[src/rtl/sipo_frame_rx.sv]
// Serial-to-parallel frame receiver: start bit, WIDTH data bits LSB first, stop bit, one-entry valid/ready buffer.
// Optional even-parity bit between data and stop is compiled in with `define SIPO_FRAME_RX_PARITY_EN.
module sipo_frame_rx #(
  parameter int WIDTH = 8
) (
  input  logic             clk,
  input  logic             rst,
  input  logic             Din,
  output logic [WIDTH-1:0] Dout,
  output logic             valid,
  input  logic             ready,
  output logic             frame_err,
  output logic             parity_err,
  output logic             overrun
);

  typedef enum logic [1:0] {
    S_IDLE   = 2'd0,
    S_DATA   = 2'd1,
`ifdef SIPO_FRAME_RX_PARITY_EN
    S_PARITY = 2'd3,
`endif
    S_STOP   = 2'd2
  } state_t;

  localparam logic [5:0] LAST_BIT = 6'(WIDTH - 1);

  state_t           r_state;
  state_t           w_next;
  logic [5:0]       r_cnt;
  logic [WIDTH-1:0] r_shift;
  logic [WIDTH-1:0] r_dout;
  logic             r_valid;
  logic             r_frame_err;
  logic             r_parity_err;
  logic             r_overrun;
  logic [WIDTH-1:0] w_shift_next;
  logic             w_last;
  logic             w_par_bad;
  logic             w_load;
  logic             w_overrun;
  logic             w_frame_err;
  logic             w_par_err;

  assign w_shift_next = WIDTH'({Din, r_shift} >> 1);
  assign w_last       = (r_cnt == LAST_BIT);

`ifdef SIPO_FRAME_RX_PARITY_EN
  logic r_par_bad;

  function automatic logic even_parity(input logic [WIDTH-1:0] data);
    return ^data;
  endfunction

  // Parity verdict latched in PARITY, consumed at the stop edge
  always_ff @(posedge clk or posedge rst) begin
    if (rst) begin
      r_par_bad <= 1'b0;
    end else if (r_state == S_PARITY) begin
      r_par_bad <= Din ^ even_parity(r_shift);
    end else begin
      r_par_bad <= r_par_bad;
    end
  end

  assign w_par_bad = r_par_bad;
`else
  assign w_par_bad = 1'b0;
`endif

  // State register
  always_ff @(posedge clk or posedge rst) begin
    if (rst) begin
      r_state <= S_IDLE;
    end else begin
      r_state <= w_next;
    end
  end

  // Next-state logic; a low line in IDLE always starts a frame
  always_comb begin
    w_next = r_state;
    case (r_state)
      S_IDLE: begin
        if (!Din) w_next = S_DATA;
        else      w_next = S_IDLE;
      end
      S_DATA: begin
`ifdef SIPO_FRAME_RX_PARITY_EN
        if (w_last) w_next = S_PARITY;
        else        w_next = S_DATA;
`else
        if (w_last) w_next = S_STOP;
        else        w_next = S_DATA;
`endif
      end
`ifdef SIPO_FRAME_RX_PARITY_EN
      S_PARITY: w_next = S_STOP;
`endif
      S_STOP:  w_next = S_IDLE;
      default: w_next = S_IDLE;
    endcase
  end

  // Stop-edge decode; a good frame loads if the buffer is empty or draining now
  always_comb begin
    w_load      = 1'b0;
    w_overrun   = 1'b0;
    w_frame_err = 1'b0;
    w_par_err   = 1'b0;
    if (r_state == S_STOP) begin
      w_frame_err = !Din;
      w_par_err   = w_par_bad;
      if (Din && !w_par_bad) begin
        if (!r_valid || ready) w_load    = 1'b1;
        else                   w_overrun = 1'b1;
      end else begin
        w_load    = 1'b0;
        w_overrun = 1'b0;
      end
    end else begin
      w_frame_err = 1'b0;
      w_par_err   = 1'b0;
    end
  end

  // Shift register and bit counter
  always_ff @(posedge clk or posedge rst) begin
    if (rst) begin
      r_shift <= '0;
      r_cnt   <= 6'd0;
    end else if (r_state == S_DATA) begin
      r_shift <= w_shift_next;
      r_cnt   <= r_cnt + 6'd1;
    end else if (r_state == S_IDLE) begin
      r_shift <= r_shift;
      r_cnt   <= 6'd0;
    end else begin
      r_shift <= r_shift;
      r_cnt   <= r_cnt;
    end
  end

  // Output buffer, handshake and registered status pulses
  always_ff @(posedge clk or posedge rst) begin
    if (rst) begin
      r_dout       <= '0;
      r_valid      <= 1'b0;
      r_frame_err  <= 1'b0;
      r_parity_err <= 1'b0;
      r_overrun    <= 1'b0;
    end else begin
      r_dout       <= w_load ? r_shift : r_dout;
      r_valid      <= w_load | (r_valid & ~ready);
      r_frame_err  <= w_frame_err;
      r_parity_err <= w_par_err;
      r_overrun    <= w_overrun;
    end
  end

  assign Dout       = r_dout;
  assign valid      = r_valid;
  assign frame_err  = r_frame_err;
  assign parity_err = r_parity_err;
  assign overrun    = r_overrun;

endmodule

[config.mk]
export PLATFORM = sky130hd
export DESIGN_NAME = sipo_frame_rx
export DESIGN_NICKNAME = d
export VERILOG_FILES = /design/src/rtl/sipo_frame_rx.sv
export SDC_FILE = /design/constraint.sdc
export NUM_CORES = 1
export LEC_CHECK = 0
export CORE_ASPECT_RATIO = 0.75
export CORE_MARGIN = 3
export CORE_UTILIZATION = 30
export CTS_BUF_LIST = sky130_fd_sc_hd__clkbuf_8
export CTS_CLUSTER_SIZE = 16
export DETAILED_ROUTE_END_ITERATION = 8
export SKIP_CTS_REPAIR_TIMING = 1
export SYNTH_ARGS = -nofsm -noshare
export SYNTH_HDL_FRONTEND = slang
export SYNTH_SLANG_ARGS = --single-unit
[constraint.sdc]
create_clock -name clk -period 1.65 [get_ports clk]
set_clock_uncertainty 0.2 [all_clocks]
set_input_delay 0.33 -clock clk [delete_from_list [all_inputs] [get_ports clk]]
set_output_delay 0.33 -clock clk [all_outputs]
set_load 0.1 [all_outputs]
Word-level counts from Yosys, hierarchy flattened
Index checks and enable logic that the tools add are counted.

storage, ports and cells
  bits in registers = 27
  latch bits = 0
  RAM bits = 0
  bits in read-only memories = 0
  input bits = 4
  output and inout bits = 12
  word-level logic and storage cells = 31
  memories = 0

cells by class
  add/subtract/negate cells = 1
  multiply operators = 0
  div/mod/pow operators = 0
  magnitude comparators = 0
  equal/unequal tests = 3
  shift-type cells = 0
  mux-type cells = 12
  bitwise operators = 3
  reduce and logical (&&, ||, !) cells = 5

operator list
  kind                                                                   count
  6-bit 2-to-1 mux                                                       2
  1-bit 2-to-1 mux                                                       8
  6-bit by 1-bit adder with 6-bit output, second input constant          1
  6-bit by 3-bit equality test with 1-bit output, second input constant  1
  2-bit case mux with 2 select lines                                     1
  2-bit by 1-bit equality test with 1-bit output, second input constant  1
  2-bit equality test, second input constant                             1
  1-bit zero test                                                        2
  2-bit zero test                                                        1
  2-bit 2-to-1 mux                                                       1
  2-bit nonzero test                                                     1
  1-bit bitwise AND                                                      1
  1-bit logical OR                                                       1
  1-bit inverter                                                         1
  1-bit OR                                                               1

Longest topological paths before layout
  depth in word-level cells = 6
  depth in mapped cells = 5
  mapped depth without buffers = 4

Worst setup path after synthesis
No wires, ideal clock.

  kind = register -> register
  start point = reg r_valid, in the netlist valid
  end point = reg r_dout[0], in the netlist Dout[0]
  setup time = 126 ps
  arrival time = 1,680 ps
  required time = 1,324 ps
  slack = -356 ps
  stages on the path, launching flop included = 5
  path buffers = 1
  period minus slack after synthesis = 2,006 ps
  cells stage by stage = dfrtp_1 nand2b_1 nor2b_2 buf_6 mux2_4

on the way
  longest elaborated chain between the ends = 5

ends and longest elaborated chain
  item                    RTL line  text
  from (decl)             33        logic r_valid;
  from (signal assigned)  154       r_valid <= w_load | (r_valid & ~ready);
  1-bit zero test         115       if (!r_valid || ready) w_load = 1'b1;
  1-bit logical OR        115
  1-bit 2-to-1 mux        115
  1-bit 2-to-1 mux        114       if (Din && !w_par_bad) begin
  1-bit 2-to-1 mux        111       if (r_state == S_STOP) begin
  to (signal assigned)    153       r_dout <= w_load ? r_shift : r_dout;
  to (decl)               32        logic [WIDTH-1:0] r_dout;

No other way between the ends.
A chain may end at the register's enable or synchronous reset.

Final worst setup path
  start point = in Din
  end point = reg r_dout[4], in the netlist Dout[4]

on the way
  longest elaborated chain between the ends = 2

ends and longest elaborated chain
  item              RTL line  text
  from (decl)       8         input logic Din,
  1-bit 2-to-1 mux  114
  1-bit 2-to-1 mux  111

No other way between the ends.

==> results.py <==
metrics = {
    "power_and_ir_drop": {
        "p_int_mw": 1.69,
        "swShare": 0.442,
        "p_sw_mw": 1.34,
        "ir_drop_mv": 0.738,
        "p_leak_nw": 0.755,
        "power_mw": 3.02,
        "p_per_area_nw_per_um2": 1910,
        "p_comb_frac": 0.497,
        "p_clk_frac": 0.122,
        "seq_power_share": 0.381,
    },
    "yosys": {
        "synthTopCellsByArea": "dfrtp_1 58%, mux2_4 10%, nand2_1 9.3%",
        "synth_cells": 100,
        "synth-edff-count": 0,
        "ys.flop_type": "dfrtp_1",
        "async_flop_share": 1.00,
        "yosysWarnings": 0,
        "syn_area_per_cell_um2": 11.7,
        "syn_area_um2": 1170,
        "synth_seq_area_share": 0.577,
        "synth_most_common_cell": "nand2_1",
        "ys_types": 27,
        "synth_top_area_share": 0.577,
        "synth_nets": 105,
        "netlist.top_cell.by_area": "dfrtp_1",
        "ys_ff_latch": 27,
        "synthTopCellsByCount": "29 x nand2_1, 27 x dfrtp_1, 8 x mux2_4, 5 x nand3_1, 3 x buf_6",
    },
    "sta": {
        "max_freq_mhz": 626,
        "rsz0062_at_grt": "false",
        "hold_viol": 0,
        "slew_viol_final": 0,
        "fin_crit_sh": 0.968,
        "setup_viol": 0,
        "fin_hold_ws_ps": 180,
        "period_needed_ps": 1600,
    },
    "global_routing": {
        "top_usage_layer": "met2",
        "globalRouteMet3Util": 0.0392,
        "met2_usage": 0.159,
        "grt_max_degree": 28,
        "grt_overflow_total": 0,
        "grt_pass1_vias": 729,
        "track_usage": 0.0989,
        "use_met1": 0.123,
        "grt_antenna_before_repair": 0,
        "grt_pass1_wl_mm": 3.51,
    },
    "floorplan": {
        "dieArea_um2": 4700,
        "io-pin-count": 16,
        "coreArea_um2": 3510,
        "chipHeight_um": 60.1,
        "rows": 18,
        "start_util": 0.333,
        "die_w_um": 78.1,
    },
    "layout": {
        "syn_to_final_growth_pct": 34.9,
        "num_antenna_cells": 0,
        "drive_gt1_frac": 0.300,
        "final_nets": 126,
    },
    "cts": {
        "numCtsBuffers": 3,
        "worst_skew_pair.late_latency_ps": 270,
        "cts_tree": "yes",
        "h-tree-depth": 1,
        "cts.clk_slew.worst_paths_ps": 90,
        "cts.sinks": 27,
        "cts_buffer_depth": 2,
        "root_buffer": "clkbuf_8",
    },
    "detailed_routing": {
        "drc": 0,
        "via_per_inst": 4.36,
        "detail_route.iter0.violations": 28,
        "routed_wirelength_mm": 2.05,
        "wl_per_cell_um": 12.0,
        "num_vias": 741,
        "ant_nets": 0,
        "dr.pass1.iters": 4,
    },
    "critical_path": {
        "required_ps": 1610,
        "crit_chain": "clkdlybuf4s50_1 > nand3b_4 > nor2b_4 > buf_12 > mux2_4",
        "worst_path_max_delay_cell": "clkdlybuf4s50_1",
        "critPathMaxFanout": 8,
        "cp-end-kind": "flop",
        "cp.arrival_ps": 1560,
        "start_kind": "input pin",
        "crit_type": "input pin to flop",
        "slowest_delay_ps": 530,
    },
    "job": {
        "drv_cap": 0,
    },
    "placed_design": {
        "place_hpwl_mm": 1.53,
        "io_buffers": 14,
        "place_congestion": 0.798,
    },
    "status": {
        "status": "finished clean",
    },
    "hold_path": {
        "hold_class": "input pin to asynchronous set/reset pin",
    },
}
## sequential cells by signal, indices dropped and copies added, names as in the netlist
| signal | flops |
|---|---|
| Dout | 8 |
| r_shift | 8 |
| r_cnt | 6 |
| r_state | 2 |
| frame_err | 1 |
| overrun | 1 |
| valid | 1 |
## power groups by stage
stage	combinational [mW]	clock, mW	sequential, mW
CTS	1.52	0.388	1.16
floorplan	0.488	0	1.65
finish	1.50	0.368	1.15
global route	1.59	0.400	1.20
global placement	1.48	0	1.15
detailed placement	1.51	0	1.17
## cell type report
cell class	instances	area [um2]
Timing Repair Buffer	22	335
Inverter	1	3.75
Clock buffer	3	41.3
Multi-Input combinational cell	66	453
Tap cell	50	62.6
Sequential cell	27	679
Clock inverter	1	5.00
Fill cell	318	1930
## kinds of logic (layout without fill, tap and decap cells)
group,count (synthesis),in the layout,synth area share
AO/OA/AOI/OAI,8,8,0.0545
adder cells (fa/ha/maj),1,1,0.0107
buffers and inverters,7,27,0.0470
flip-flops,27,27,0.577
multiplexers,9,9,0.112
other,1,1,0.00320
AND/OR/NAND/NOR,47,47,0.196
## layer usage
layer	share of wire	up-vias	wire length [um]
met5	0	-	0
met2	0.46	14	933
li1	-	373	-
met1	0.48	350	983
met3	0.053	4	109
met4	0.0093	0	19
## path summary, 6_finish.rpt
path                                              from                      to  slack, ps  cells after the start
worst max-delay path                               Din     Dout[4]$_DFFE_PP0P_         50                      5
worst min-delay path                               rst     Dout[1]$_DFFE_PP0P_        180                      3
worst max register to register    r_state[1]$_DFF_PP0_     Dout[4]$_DFFE_PP0P_        150                      4
worst min register to register  r_shift[2]$_DFFE_PP0P_  r_shift[1]$_DFFE_PP0P_        300                      2
max in group asynchronous                          rst         valid$_DFF_PP0_        910                      3
min in group clk                r_shift[2]$_DFFE_PP0P_  r_shift[1]$_DFFE_PP0P_        300                      2
## worst max-delay path: cells and delay by family
| family | cells | cell delay [ps] |
|---|---|---|
| buffers and inverters | 2 | 670 |
| multiplexers | 1 | 300 |
| AND/OR/NAND/NOR | 2 | 250 |
## per-stage QoR
step                utilization  worst slack (ps)  setup TNS, ps  cell area [um2]  std cells
global placement          0.435              -242          -1930             1530        166
finish                    0.450              52.5              0             1580        170
global route              0.450              4.71              0             1580        170
CTS                       0.448              25.5              0             1580        170
detailed placement        0.435              -262          -2020             1530        166
floorplan                     -              14.3              0             1180        100
## cell usage in the layout, fill, tap and decap left out, drive strengths merged, types with 2 or more instances in the layout
master,Yosys,routed
nand2,29,29
dfrtp,27,27
buf,6,19
mux2,9,9
nand3,5,5
clkbuf,0,3
clkdlybuf4s50,0,3
nor2b,3,3
nor2,2,2
a22o,2,2
o311ai,2,2
nand3b,2,2
nand2b,2,2
Note: power is estimated with default switching activity, not from simulation.
